==> src/rtl/a23_mem_arb_pkg.sv <==
// Shared types and constants for the a23 memory arbiter: FSM states, memory-map
// regions and the byte-enable patterns a data write may legally use.
package a23_mem_arb_pkg;

    typedef enum logic [1:0] {
        StIdle   = 2'd0,
        StAccess = 2'd1,
        StDone   = 2'd2
    } arb_state_e;

    localparam logic [7:0] REG_CODE  = 8'h00;
    localparam logic [7:0] REG_G     = 8'h01;
    localparam logic [7:0] REG_E     = 8'h02;
    localparam logic [7:0] REG_OUT   = 8'h03;
    localparam logic [7:0] REG_STACK = 8'h04;

    localparam logic [3:0] BE_WORD = 4'b1111;
    localparam logic [3:0] BE_B0   = 4'b0001;
    localparam logic [3:0] BE_B1   = 4'b0010;
    localparam logic [3:0] BE_B2   = 4'b0100;
    localparam logic [3:0] BE_B3   = 4'b1000;

    function automatic logic be_is_legal(input logic [3:0] be);
        return (be == BE_WORD) || (be == BE_B0) || (be == BE_B1) ||
               (be == BE_B2) || (be == BE_B3);
    endfunction

endpackage

==> src/rtl/a23_mem_region_check.sv <==
// Combinational legality check of one memory access against the a23 memory map.
module a23_mem_region_check
    import a23_mem_arb_pkg::*;
(
    input  logic [31:0] address_i,
    input  logic        write_en_i,
    input  logic [3:0]  byte_enable_i,
    output logic        write_legal_o,
    output logic        read_mapped_o,
    output logic        err_o
);

    logic [7:0] region;
    logic       region_writable;
    logic       word_aligned_ok;

    always_comb begin
        region          = address_i[31:24];
        region_writable = (region == REG_CODE) || (region == REG_OUT) || (region == REG_STACK);
        // A full-word write must be word aligned; single-byte lanes carry their own offset.
        word_aligned_ok = (byte_enable_i != BE_WORD) || (address_i[1:0] == 2'b00);
        read_mapped_o   = (region == REG_CODE) || (region == REG_G) || (region == REG_E) ||
                          (region == REG_OUT) || (region == REG_STACK);
        write_legal_o   = write_en_i && region_writable && be_is_legal(byte_enable_i) &&
                          word_aligned_ok;
        err_o           = write_en_i ? !write_legal_o : !read_mapped_o;
    end

endmodule

==> src/rtl/a23_mem_arbiter.sv <==
// Arbitrates the a23 fetch and data ports onto one memory port: data has priority,
// a starvation counter forces a fetch grant after STARVE_LIMIT consecutive data grants.
module a23_mem_arbiter
    import a23_mem_arb_pkg::*;
#(
    parameter int unsigned STARVE_LIMIT = 4
) (
    input  logic        i_clk,
    input  logic        i_rst,
    input  logic        i_f_req,
    input  logic [31:0] i_f_address,
    output logic        o_f_ack,
    output logic [31:0] o_f_rdata,
    input  logic        i_d_req,
    input  logic [31:0] i_d_address,
    input  logic [31:0] i_d_write,
    input  logic        i_d_write_en,
    input  logic [3:0]  i_d_byte_enable,
    output logic        o_d_ack,
    output logic [31:0] o_d_rdata,
    output logic        o_d_err,
    output logic [31:0] o_m_address,
    output logic [31:0] o_m_write,
    output logic        o_m_write_en,
    output logic [3:0]  o_m_byte_enable,
    input  logic [31:0] i_m_read
);

    localparam logic [3:0] StarveMax = 4'(STARVE_LIMIT);

    arb_state_e  state_q, state_d;
    logic [3:0]  starve_q, starve_d;
    logic        data_win_q, data_win_d;
    logic [31:0] addr_q, addr_d;
    logic [31:0] wdata_q, wdata_d;
    logic        we_q, we_d;
    logic [3:0]  be_q, be_d;
    logic [31:0] f_rdata_q, f_rdata_d;
    logic [31:0] d_rdata_q, d_rdata_d;

    logic fetch_win;
    logic bus_active;
    logic chk_write_legal;
    logic chk_read_mapped;
    logic chk_err;

    a23_mem_region_check u_region_check (
        .address_i     (addr_q),
        .write_en_i    (we_q),
        .byte_enable_i (be_q),
        .write_legal_o (chk_write_legal),
        .read_mapped_o (chk_read_mapped),
        .err_o         (chk_err)
    );

    always_comb begin
        state_d    = state_q;
        starve_d   = starve_q;
        data_win_d = data_win_q;
        addr_d     = addr_q;
        wdata_d    = wdata_q;
        we_d       = we_q;
        be_d       = be_q;
        f_rdata_d  = f_rdata_q;
        d_rdata_d  = d_rdata_q;
        fetch_win  = i_f_req && (!i_d_req || (starve_q == StarveMax));

        case (state_q)
            StIdle: begin
                if (!i_f_req || fetch_win) begin
                    starve_d = 4'd0;
                end else if (starve_q < StarveMax) begin
                    starve_d = starve_q + 4'd1;
                end
                if (i_f_req || i_d_req) begin
                    data_win_d = !fetch_win;
                    addr_d     = fetch_win ? i_f_address : i_d_address;
                    wdata_d    = fetch_win ? 32'd0 : i_d_write;
                    we_d       = !fetch_win && i_d_write_en;
                    be_d       = fetch_win ? BE_WORD : i_d_byte_enable;
                    state_d    = StAccess;
                end
            end
            StAccess: begin
                // Unmapped regions read as zero; only the winner's register is updated.
                if (data_win_q) begin
                    d_rdata_d = chk_read_mapped ? i_m_read : 32'd0;
                end else begin
                    f_rdata_d = chk_read_mapped ? i_m_read : 32'd0;
                end
                state_d = StDone;
            end
            StDone:  state_d = StIdle;
            default: state_d = StIdle;
        endcase
    end

    always_ff @(posedge i_clk) begin
        if (i_rst) begin
            state_q    <= StIdle;
            starve_q   <= 4'd0;
            data_win_q <= 1'b0;
            addr_q     <= 32'd0;
            wdata_q    <= 32'd0;
            we_q       <= 1'b0;
            be_q       <= 4'd0;
            f_rdata_q  <= 32'd0;
            d_rdata_q  <= 32'd0;
        end else begin
            state_q    <= state_d;
            starve_q   <= starve_d;
            data_win_q <= data_win_d;
            addr_q     <= addr_d;
            wdata_q    <= wdata_d;
            we_q       <= we_d;
            be_q       <= be_d;
            f_rdata_q  <= f_rdata_d;
            d_rdata_q  <= d_rdata_d;
        end
    end

    always_comb begin
        bus_active      = (state_q == StAccess);
        o_m_address     = bus_active ? addr_q : 32'd0;
        o_m_write       = bus_active ? wdata_q : 32'd0;
        o_m_byte_enable = bus_active ? be_q : 4'd0;
        o_m_write_en    = bus_active && we_q && chk_write_legal;
        o_f_ack         = (state_q == StDone) && !data_win_q;
        o_d_ack         = (state_q == StDone) && data_win_q;
        o_d_err         = o_d_ack && chk_err;
        o_f_rdata       = f_rdata_q;
        o_d_rdata       = d_rdata_q;
    end

endmodule

==> config.mk <==
export PLATFORM = sky130hd
export DESIGN_NAME = a23_mem_arbiter
export DESIGN_NICKNAME = d
export VERILOG_FILES = /design/src/rtl/a23_mem_arb_pkg.sv /design/src/rtl/a23_mem_region_check.sv /design/src/rtl/a23_mem_arbiter.sv
export SDC_FILE = /design/constraint.sdc
export NUM_CORES = 1
export LEC_CHECK = 0
export CORE_MARGIN = 3
export CORE_UTILIZATION = 38
export DETAILED_ROUTE_END_ITERATION = 6
export HOLD_SLACK_MARGIN = 0.05
export PLACE_DENSITY_LB_ADDON = 0.08
export SETUP_SLACK_MARGIN = 0.02
export SKIP_LAST_GASP = 1
export SYNTH_ARGS = -nofsm -noshare
export SYNTH_HDL_FRONTEND = slang
export SYNTH_HIERARCHICAL = 1
export SYNTH_SLANG_ARGS = --single-unit
==> constraint.sdc <==
create_clock -name i_clk -period 1.42 [get_ports i_clk]
set_input_delay 0.284 -clock i_clk [delete_from_list [all_inputs] [get_ports i_clk]]
set_output_delay 0.284 -clock i_clk [all_outputs]
set_load 0.03 [all_outputs]
Yosys cells after proc, flatten, opt, wreduce, memory -nomap -nowiden:

Cells that the tools add are included.
Widths: inputs -> output; s select.

* bitwise logic cells: 1
* $lt $le $gt $ge: 1
* muxes and demuxes: 12
* eq/ne operators: 14
* add/sub/neg operators: 1
* reductions and logical operators: 38

Operators by type and width (count)
* $mux 32: 5
* $eq 8x2->1 const B: 2
* $mux 4: 4
* $logic_or 1x1->1: 14
* $logic_and 1x1->1: 10
* $eq 4x3->1 const B: 2
* $eq 4x4->1 const B: 2
* $eq 8x1->1 const B: 1
* $eq 8x3->1 const B: 1
* $logic_not 8->1: 1
* $reduce_and 2->1: 4
* $logic_not 1->1: 6
* $add 4x1->4 const B: 1
* $eq 4x1->1 const B: 1
* $eq 4x2->1 const B: 1
* $logic_not 2->1: 2
* $lt 4x3->1 const B: 1
* $ne 4x4->1 const B: 1
* $pmux 2 s2: 1
* $eq 2x1->1 const B: 1
* $eq 2x2->1 const B: 1
* $mux 2: 1
* $ne 2x2->1 const B: 1
* $reduce_bool 2->1: 1
* 2 further kinds: 2

* register bits after elaboration: 140
* logic and storage cells: 76
* output and inout port bits: 136
* input port bits: 137

Logic depth before layout (Yosys ltp):

Gate-level depths: netlist (run 1).

* word-level depth: 10
* mapped depth: 8
* gate-level depth less buffers: 6

Hierarchy:

Netlist (run 1), hierarchy kept.

By module, submodules not included
* a23_mem_arbiter: area an instance 6039.5 um^2, seq. area each 2802.7 um^2, times used 1, cells an instance 749
* a23_mem_region_check: area an instance 90.1 um^2, seq. area each 0.0 um^2, times used 1, cells an instance 16

Worst setup path before layout (run 1):

OpenSTA, ideal clock, no wires.

* path type: flip-flop to output port
* start: reg be_q[0]
* end: out o_m_write_en
* buffers on the path: 0
* required time: 1.136 ns
* arrival: 1.346 ns
* cell stages (with the launch flop): 6
* setup slack: -0.210 ns
* cells stage by stage: dfxtp_1 > or3_1 > o221ai_1 > a31oi_1 > and3_1 > and3_1

* word-level cells in the longest chain between the ends: 8
* elaborated cells between the ends (all ways): 14
* those cells by class: 6 x eq/ne; 8 x reduce/logical

Ends and longest elaborated chain
* start: declaration: RTL line a23_mem_arbiter.sv:37 `logic [3:0] be_q, be_d;`
* start signal: assignment: RTL line a23_mem_arbiter.sv:106 `be_q <= 4'd0;`
* start signal: assignment: RTL line a23_mem_arbiter.sv:116 `be_q <= be_d;`
* $eq 4x4->1 / $eq 4x1->1 (equally long branches): RTL line a23_mem_arb_pkg.sv:24 `return (be == BE_WORD) || (be == BE_B0) || (be == BE_B1) ||`
* $logic_or 1x1->1 (3 in series): RTL line a23_mem_arb_pkg.sv:24
* $logic_or 1x1->1: RTL line a23_mem_arb_pkg.sv:25 `(be == BE_B2) || (be == BE_B3);`
* $logic_and 1x1->1: RTL line a23_mem_region_check.sv:24 `write_legal_o = write_en_i && region_writable && be_is_legal(byte_enable_i) &&`
* $logic_and 1x1->1 (*): RTL line a23_mem_region_check.sv:24
* via chk_write_legal: RTL line a23_mem_arbiter.sv:43 `logic chk_write_legal;`
* $logic_and 1x1->1 (*): RTL line a23_mem_arbiter.sv:127 `o_m_write_en = bus_active && we_q && chk_write_legal;`
* end: declaration: RTL line a23_mem_arbiter.sv:24 `output logic o_m_write_en,`

Mark *: on every way through the listed nets, which the timed path passes. The rest lies on a longest branch.

Worst setup path after layout (run 1):

* start: reg be_q[2]
* end: out o_m_write_en

The elaborated chain is that of the path after synthesis.

==> key figures, run 1 <==
Cells and area
  • Antenna diodes: 0
  • Final Core Density: 84.4%
  • Layout Cells excl Fill: 1331
  • Nets: 1247
  • Area of the multi-input gates: 4550 um2
  • Sequential Area: 2820 um2
  • Synthesis-to-layout area growth: 113%
  • Layout cells sized above 1: 54.4%
  • Fillers: 818

Pwr
  • Leakage: 4.86 nW
  • PwrDens: 1030 nW/um2
  • Worst vdd ir: 1100 uV

Clocking
  • Clock-pin transition on the worst setup and hold timing paths: 0.05 ns
  • CTS tree: built
  • Clk Latency, worst-skew pair: 0.43 ns
  • Htree depth: 4
  • CTS root buf: clkbuf_16
  • TritonCTS Buffers: 17
  • Hold Buf Count CTS: 0
  • Longest Clk Path Bufs: 2
  • Clock tree sinks: 140

Drt
  • Initial drt markers: 368
  • WL/cell: 21.2 um
  • Antenna Violating Nets Remaining: 0
  • Drt via density: 5.39
  • Total wire length: 28.3 mm
  • Detailed-router iteration count before antenna repair: 5
  • DRC: 0
  • Via count: 7173

Critical path
  • Slowest cell on crit path: dfxtp_2
  • Worst-path cell chain: buf_4 -> a211oi_2 -> nor2_1 -> a31oi_2 -> and3_1 -> and3_4 -> buf_6
  • Worst Path Buf+Inv: 2
  • Largest stage delay, worst path: 0.32 ns
  • WP data arrival: 1.93 ns
  • CP required: 1.14 ns
  • CP delay by family, top: compound AO/OA/AOI/OAI gates
  • Crit start category: register
  • Crit path capture type: primary output
  • CP Max Fanout: 5
  • Crit path kind: reg -> out

GRT
  • Grt total ovfl: 0
  • Vias in the first global route: 6998
  • Global-route wire length before repair: 39.4 mm
  • Largest net degree at the start of global routing: 55
  • Tot GR Track Use: 28.3%
  • Antenna violations before repair: 0

Status
  • Status: finished with violations
  • Failing checks: negative setup slack

Logic synthesis
  • Sequential element share of the synthesized area: 45.7%
  • Syn Inst Count: 765
  • Synth Warn #: 6
  • Post-synth EDFFs: 0
  • Post-Synth Adder-Cell Area: 0.408%
  • Syn_area_per_cell: 8.01 um2
  • Synth async-reset ratio: 0%
  • Top FF cell, synth: dfxtp_1
  • Distinct cells, synth: 38
  • Simple-Gate Fraction of Synth Area: 28.7%
  • Mux contribution to synthesized area: 0.163%
  • Compound-gate portion of the synthesized area: 18.8%
  • Main combinational cell family by area after synthesis: simple AND/OR/NAND/NOR gates
  • Synth Cell Area: 6130 um2
  • Register bit total from synthesis: 140
  • Xor/xnor cell area share of the yosys netlist: 0.143%
  • Synthesized Nets: 904

STA
  • Final Max Slew Viols: 0
  • Setup ws final: -0.797 ns
  • Max Clock Skew: 0.0112 ns
  • Final setup viols: 207
  • Worst slew pin tran: 0.433 ns
  • Fmax: 0.451 GHz
  • Minimum clock period: 2.22 ns
  • Tcrit/Tclk final: 156%
  • Fin Hold WS: 0.174 ns
  • RSZ-0062 raised after global routing: true
  • Final hold violations: 0
  • Worst slew margin: 70.9%

Placement
  • GPL Wtd Cong: 0.758
  • Port bufs: 272
  • Placed cells: 1233
  • Post-DP HPWL: 14.3 mm

Worst hold path
  • Worst hold path type: in -> reg

Die
  • Die ar.: 17700 um2
  • Die Y: 133 um
  • Io pins: 273
  • Initial core utilization: 39.6%
  • Placeable Area: 15500 um2
  • Std-Cell Rows: 45
  • Die width: 133 um

Run
  • MaxCap Viol Count: 0
## where the power goes
part           switching [mW]  total, mW  internal (mW)  leakage [nW]
registers               0.154       4.33           4.17          1.15
clock network            1.81       4.88           3.07         0.306
logic                    2.08       4.30           2.21          3.41
total                    4.05       13.5           9.46          4.86
## layout by cell type (no fill, tap or decap), types with 8 or more instances in the layout
master,n
clkdlybuf4s50_1,134
clkdlybuf4s15_2,51
buf_2,8
a21oi_4,12
buf_6,91
a21oi_2,64
dfxtp_1,129
clkbuf_16,21
nand2_1,103
buf_4,34
buf_12,47
dfxtp_2,10
nand3_4,37
a211oi_2,33
a21oi_1,54
nand3_2,37
nand3_1,25
nand2_4,27
nor2_1,42
buf_16,14
and2_4,69
## path summary, 6_finish.rpt
kind                                   start            end  slack, ns  cells past startpoint
worst max-delay path                 be_q[2]   o_m_write_en      -0.80                      7
worst min-delay path                   i_rst     data_win_q       0.17                      2
worst max register to register    addr_q[29]  o_f_rdata[24]      -0.57                     13
worst min register to register  o_d_rdata[7]   o_d_rdata[7]       0.45                      2
## stage by stage
step / instance area (um2) / setup TNS (ns) / worst slack [ns] / power, mW
4_1_cts: 12200 / -57.62 / -0.736 / 13.0
5_1_grt: 13100 / -77.84 / -0.850 / 13.9
3_5_place_dp: 9340 / -27.91 / -0.421 / 6.80
6_report: 13100 / -63.53 / -0.797 / 13.5
2_1_floorplan: 6270 / -0.282 / -0.142 / 5.65
3_3_place_gp: 9340 / -26.82 / -0.421 / 6.78
## flip-flops by register name (all words and copies together) (netlist names)
name,count
addr_q,32
o_f_rdata,32
state_q,2
starve_q,4
we_q,1
wdata_q,32
o_d_rdata,32
data_win_q,1
be_q,4
## layer usage
metal	part of all wire, %	global-route usage, %	up-vias
met5	0	0	-
li1	-	-	3308
met2	50	45.7	282
met3	7.0	8.14	60
met1	40	36.2	3523
met4	2.8	9.93	0
## synthesized netlist by cell type (2+ instances only)
| cell | count | area share [%] |
|---|---|---|
| buf_4 | 6 | 0.73 |
| nor3_1 | 9 | 0.73 |
| nand3_1 | 99 | 8.1 |
| a211oi_2 | 25 | 5.1 |
| clkbuf_1 | 29 | 1.8 |
| and3_1 | 2 | 0.20 |
| a21oi_2 | 5 | 0.71 |
| nor3b_1 | 2 | 0.24 |
| buf_6 | 6 | 1.1 |
| dfxtp_1 | 140 | 46 |
| nor2_1 | 45 | 2.8 |
| a21oi_1 | 125 | 10 |
| nand2b_1 | 3 | 0.31 |
| nand2_1 | 133 | 8.1 |
| buf_2 | 25 | 2.0 |
| ha_1 | 2 | 0.41 |
| o21a_1 | 2 | 0.24 |
| buf_1 | 3 | 0.18 |
| nor4_1 | 2 | 0.20 |
| inv_1 | 4 | 0.24 |
| a211oi_1 | 9 | 1.1 |
| and2_1 | 70 | 7.1 |
| o21ai_0 | 4 | 0.33 |
## cell families (layout without fill, tap and decap cells)
logic type / Yosys count / in the layout
and+or+nand+nor: 371 / 371
muxes: 1 / 1
AOI/OAI and AO/OA: 177 / 177
xor gates and xnor gates: 1 / 1
buffers and inverters: 73 / 428
adders and majority gates: 2 / 2
DFF: 140 / 140
## layout make-up
cell class,count,area share [%]
timing repair buffer,393,36.6
clock inverter,10,1.24
sequential,140,21.6
clock buffer,21,3.60
inverter,4,0.115
multi-input combinational,552,34.8
tap,211,2.02
## repair_timing
action | CTS | global route
buffers inserted | 33 | 18
pin swaps | 144 | 111
gates cloned | 30 | 4
resized for setup | 490 | 235
endpoints found under the setup margin | 232 | 219
(Power assumes the default switching activity.)
==> run 2: changes to the inputs <==
- CAP_MARGIN: not set -> 5
==> results of run 2 <==
Final layout, timing and power as in run 1 (identical DEF).
==> run 3: changes to the inputs <==
- PLACE_DENSITY: not set -> 0.88
- PLACE_DENSITY_LB_ADDON: 0.08 -> not set
- SYNTH_HIERARCHICAL: 1 -> not set
==> run 3 against run 2 <==
Maximum frequency shrank 1.2%. Clock skew grew 0.00056 ns. Global-route usage grew 4.0 points. First-iteration DRC count grew 60%. Sequential cell count is the same. Largest cell class unchanged. Critical path depth shrank 1. The flow still finishes with violations (negative setup slack). Clock power grew 4%. Non-clock buffer count grew 14. Sequential power grew 2%. Utilization shrank 0.14 points. Synthesized cell count shrank 13%. Hold slack gained 0.22 ns.
==> key figures, run 3 <==
GRT
  • Vias in the first global route: 7410 (was 6998)
  • Largest net degree at the start of global routing: 35 (was 55)
  • Antenna violations before repair: 3 (was 0)
  • Tot GR Track Use: 32.3% (was 28.3%)
  • Grt total ovfl: 0 (unchanged)
  • Global-route wire length before repair: 41.5 mm (was 39.4 mm)

Cells and area
  • Layout cells sized above 1: 54.5% (was 54.4%)
  • Nets: 1170 (was 1247)
  • Design Area, Final: 12500 um2 (was 13100 um2)
  • Most frequent cells in the layout: 135 x clkdlybuf4s50_1, 131 x dfxtp_1, 111 x buf_6 (was 134 x clkdlybuf4s50_1, 129 x dfxtp_1, 103 x nand2_1)
  • Most common cell after layout, fill and taps aside: clkdlybuf4s50_1 (unchanged)
  • Synthesis-to-layout area growth: 112% (was 113%)
  • Layout Cells excl Fill: 1230 (was 1331)

Clocking
  • Hold Buf Count CTS: 0 (unchanged)
  • CTS tree: built (unchanged)
  • Clock-pin transition on the worst setup and hold timing paths: 0.07 ns (was 0.05 ns)
  • CTS root buf: clkbuf_16 (unchanged)
  • Longest Clk Path Bufs: 2 (unchanged)
  • TritonCTS Buffers: 17 (unchanged)
  • Clk Latency, worst-skew pair: 0.44 ns (was 0.43 ns)
  • Htree depth: 4 (unchanged)
  • Clock tree sinks: 140 (unchanged)

Drt
  • Total wire length: 33.0 mm (was 28.3 mm)
  • Detailed-router iteration count before antenna repair: 6 (was 5)
  • Antenna Violating Nets Remaining: 0 (unchanged)
  • Initial drt markers: 590 (was 368)
  • DRC: 0 (unchanged)
  • WL/cell: 26.8 um (was 21.2 um)
  • Via count: 7417 (was 7173)
  • Drt via density: 6.03 (was 5.39)

Critical path
  • WP data arrival: 1.96 ns (was 1.93 ns)
  • Crit path capture type: primary output (unchanged)
  • Largest stage delay, worst path: 0.52 ns (was 0.32 ns)
  • Worst-path cell chain: nor3_1 -> o21ai_1 -> a211oi_2 -> buf_4 -> nor3b_4 -> buf_6 (was buf_4 -> a211oi_2 -> nor2_1 -> a31oi_2 -> and3_1 -> and3_4 -> buf_6)
  • Worst r2r path cells: 10 (was 13)
  • CP required: 1.14 ns (about the same)
  • CP delay by family, top: flip-flops (was compound AO/OA/AOI/OAI gates)
  • Stages on worst setup path: 6 (was 7)
  • CP Max Fanout: 7 (was 5)
  • Crit path kind: reg -> out (unchanged)
  • Slowest cell on crit path: dfxtp_1 (was dfxtp_2)
  • Crit start category: register (unchanged)
  • Worst Path Buf+Inv: 2 (unchanged)

Logic synthesis
  • Register bit total from synthesis: 140 (unchanged)
  • Synth top area cells: dfxtp_1 47%, a21oi_1 8.4%, and2_1 7.1% (was dfxtp_1 46%, a21oi_1 10%, nand2_1 8.1%)
  • Distinct cells, synth: 43 (was 38)
  • Area share of the largest cell type after synthesis: 47.3% (was 45.7%)
  • Synthesized Nets: 802 (was 904)
  • Sequential element share of the synthesized area: 47.3% (was 45.7%)
  • Syn_area_per_cell: 8.93 um2 (was 8.01 um2)
  • Largest area contributor in the netlist: dfxtp_1 (unchanged)
  • Synth async-reset ratio: 0% (unchanged)
  • Top FF cell, synth: dfxtp_1 (unchanged)
  • Syn Inst Count: 663 (was 765)
  • Cell with the most instances after synthesis: dfxtp_1 (unchanged)
  • Top cells by count, synth: 140 x dfxtp_1, 100 x nand2_1, 99 x a21oi_1, 67 x and2_1, 39 x o21ai_0 (was 140 x dfxtp_1, 133 x nand2_1, 125 x a21oi_1, 99 x nand3_1, 70 x and2_1)
  • Synth Warn #: 0 (was 6)
  • Post-synth EDFFs: 0 (unchanged)
  • Synth Cell Area: 5920 um2 (was 6130 um2)

STA
  • RSZ-0062 raised after global routing: true (unchanged)
  • Final hold violations: 0 (unchanged)
  • Worst slew pin tran: 0.432 ns (was 0.433 ns)
  • Final Max Slew Viols: 0 (unchanged)
  • Setup ws final: -0.824 ns (was -0.797 ns)
  • Worst slew margin: 71.2% (was 70.9%)
  • Minimum clock period: 2.24 ns (was 2.22 ns)
  • Tcrit/Tclk final: 158% (was 156%)
  • Final setup viols: 210 (was 207)
  • Max Clock Skew: 0.0117 ns (was 0.0112 ns)
  • Setup TNS: -80.02 ns (was -63.53 ns)
  • Fmax: 0.446 GHz (was 0.451 GHz)

Status
  • Status: finished with violations (unchanged)
  • Failing checks: negative setup slack (unchanged)

Placement
  • GPL Wtd Cong: 0.814 (was 0.758)
  • Dpl cell area: 9090 um2 (was 9340 um2)
  • Placed cells: 1118 (was 1233)
  • Port bufs: 272 (unchanged)
  • Post-DP HPWL: 14.2 mm (was 14.3 mm)

Pwr
  • PwrDens: 1060 nW/um2 (was 1030 nW/um2)
  • Leakage: 4.99 nW (was 4.86 nW)
  • Worst vdd ir: 862 uV (was 1100 uV)
  • Pwr Total: 13.2 mW (was 13.5 mW)

Die
  • Initial core utilization: 39.8% (was 39.6%)
  • Std-Cell Rows: 44 (was 45)
  • Die ar.: 17100 um2 (was 17700 um2)
  • Io pins: 273 (unchanged)
  • Die Y: 131 um (was 133 um)
  • Die width: 131 um (was 133 um)
  • Placeable Area: 14900 um2 (was 15500 um2)

Run
  • MaxCap Viol Count: 0 (unchanged)

Worst hold path
  • Hold depth: 3 (was 2)
  • Worst hold path type: in -> reg (unchanged)
[run 3: cell count changes after synthesis, moves of 10 or more]
cell	delta
nand3_1	-65
o21ai_0	+35
nand2_1	-33
a32o_1	+31
nor2_1	-28
a21oi_1	-26
a211oi_2	-25
o2bb2ai_2	+20
o2bb2ai_1	+10
[run 3: final cells by class]
class | instances | area, um2
Timing Repair Buffer | 407 | 4700
Antenna cell | 2 | 5.00
Clock inverter | 13 | 214
Fill cell | 698 | 2340
Clock buffer | 19 | 443
Inverter | 6 | 22.5
Multi-Input combinational cell | 459 | 4090
Sequential cell | 140 | 2820
Tap cell | 184 | 230
[run 3: logic make-up after synthesis]
kind of cell               Yosys count  synth area share, %
xor gates and xnor gates             1                0.148
and+or+nand+nor                    240                 20.5
adders and majority gates            2                0.423
DFF                                140                 47.3
AOI/OAI and AO/OA                  215                 25.9
buffers and inverters               65                 5.73
[run 3: routing by layer]
layer	track usage [%]	up-vias	part of all wire [%]
met1	34.3	3556	33
met2	55.5	569	50
met3	10.2	197	9.7
li1	-	3093	-
met5	0	-	0.042
met4	20.0	2	7.1
[run 3: what timing repair did]
| action | in CTS | in global routing |
|---|---|---|
| pin swaps | 93 | 130 |
| setup buffers | 39 | 32 |
| gates cloned | 26 | 6 |
| gates resized for setup | 418 | 295 |
| setup endpoints to repair | 269 | 230 |
[run 3: power by group]
part | switching, mW | internal (mW) | total, mW
Sequential | 0.224 | 4.17 | 4.40
Clock | 1.88 | 3.18 | 5.06
Combinational | 1.89 | 1.89 | 3.78
[run 3: through the flow]
| stage | setup WS, ns | utilization [%] | hold WS, ns |
|---|---|---|---|
| after floorplan | -0.0968 | - | 0.411 |
| after global placement | -0.289 | 61.1 | 0.437 |
| after detailed placement | -0.310 | 61.1 | 0.444 |
| after CTS | -0.690 | 78.0 | 0.368 |
| after global routing | -0.896 | 84.3 | 0.400 |
| final | -0.824 | 84.3 | 0.398 |
[run 3: final timing paths]
kind	startpoint	to	slack (ns)
setup / recovery	be_q[1]	o_d_err	-0.82
hold / removal	i_d_address[19]	addr_q[19]	0.40
setup reg to reg	state_q[0]	wdata_q[5]	-0.42
hold reg to reg	wdata_q[7]	wdata_q[7]	0.47
[run 3: worst min-delay path: stages]
cell and delay, ns:
clkdlybuf4s50_1 0.40, nand2_1 0.05, a21oi_1 0.05
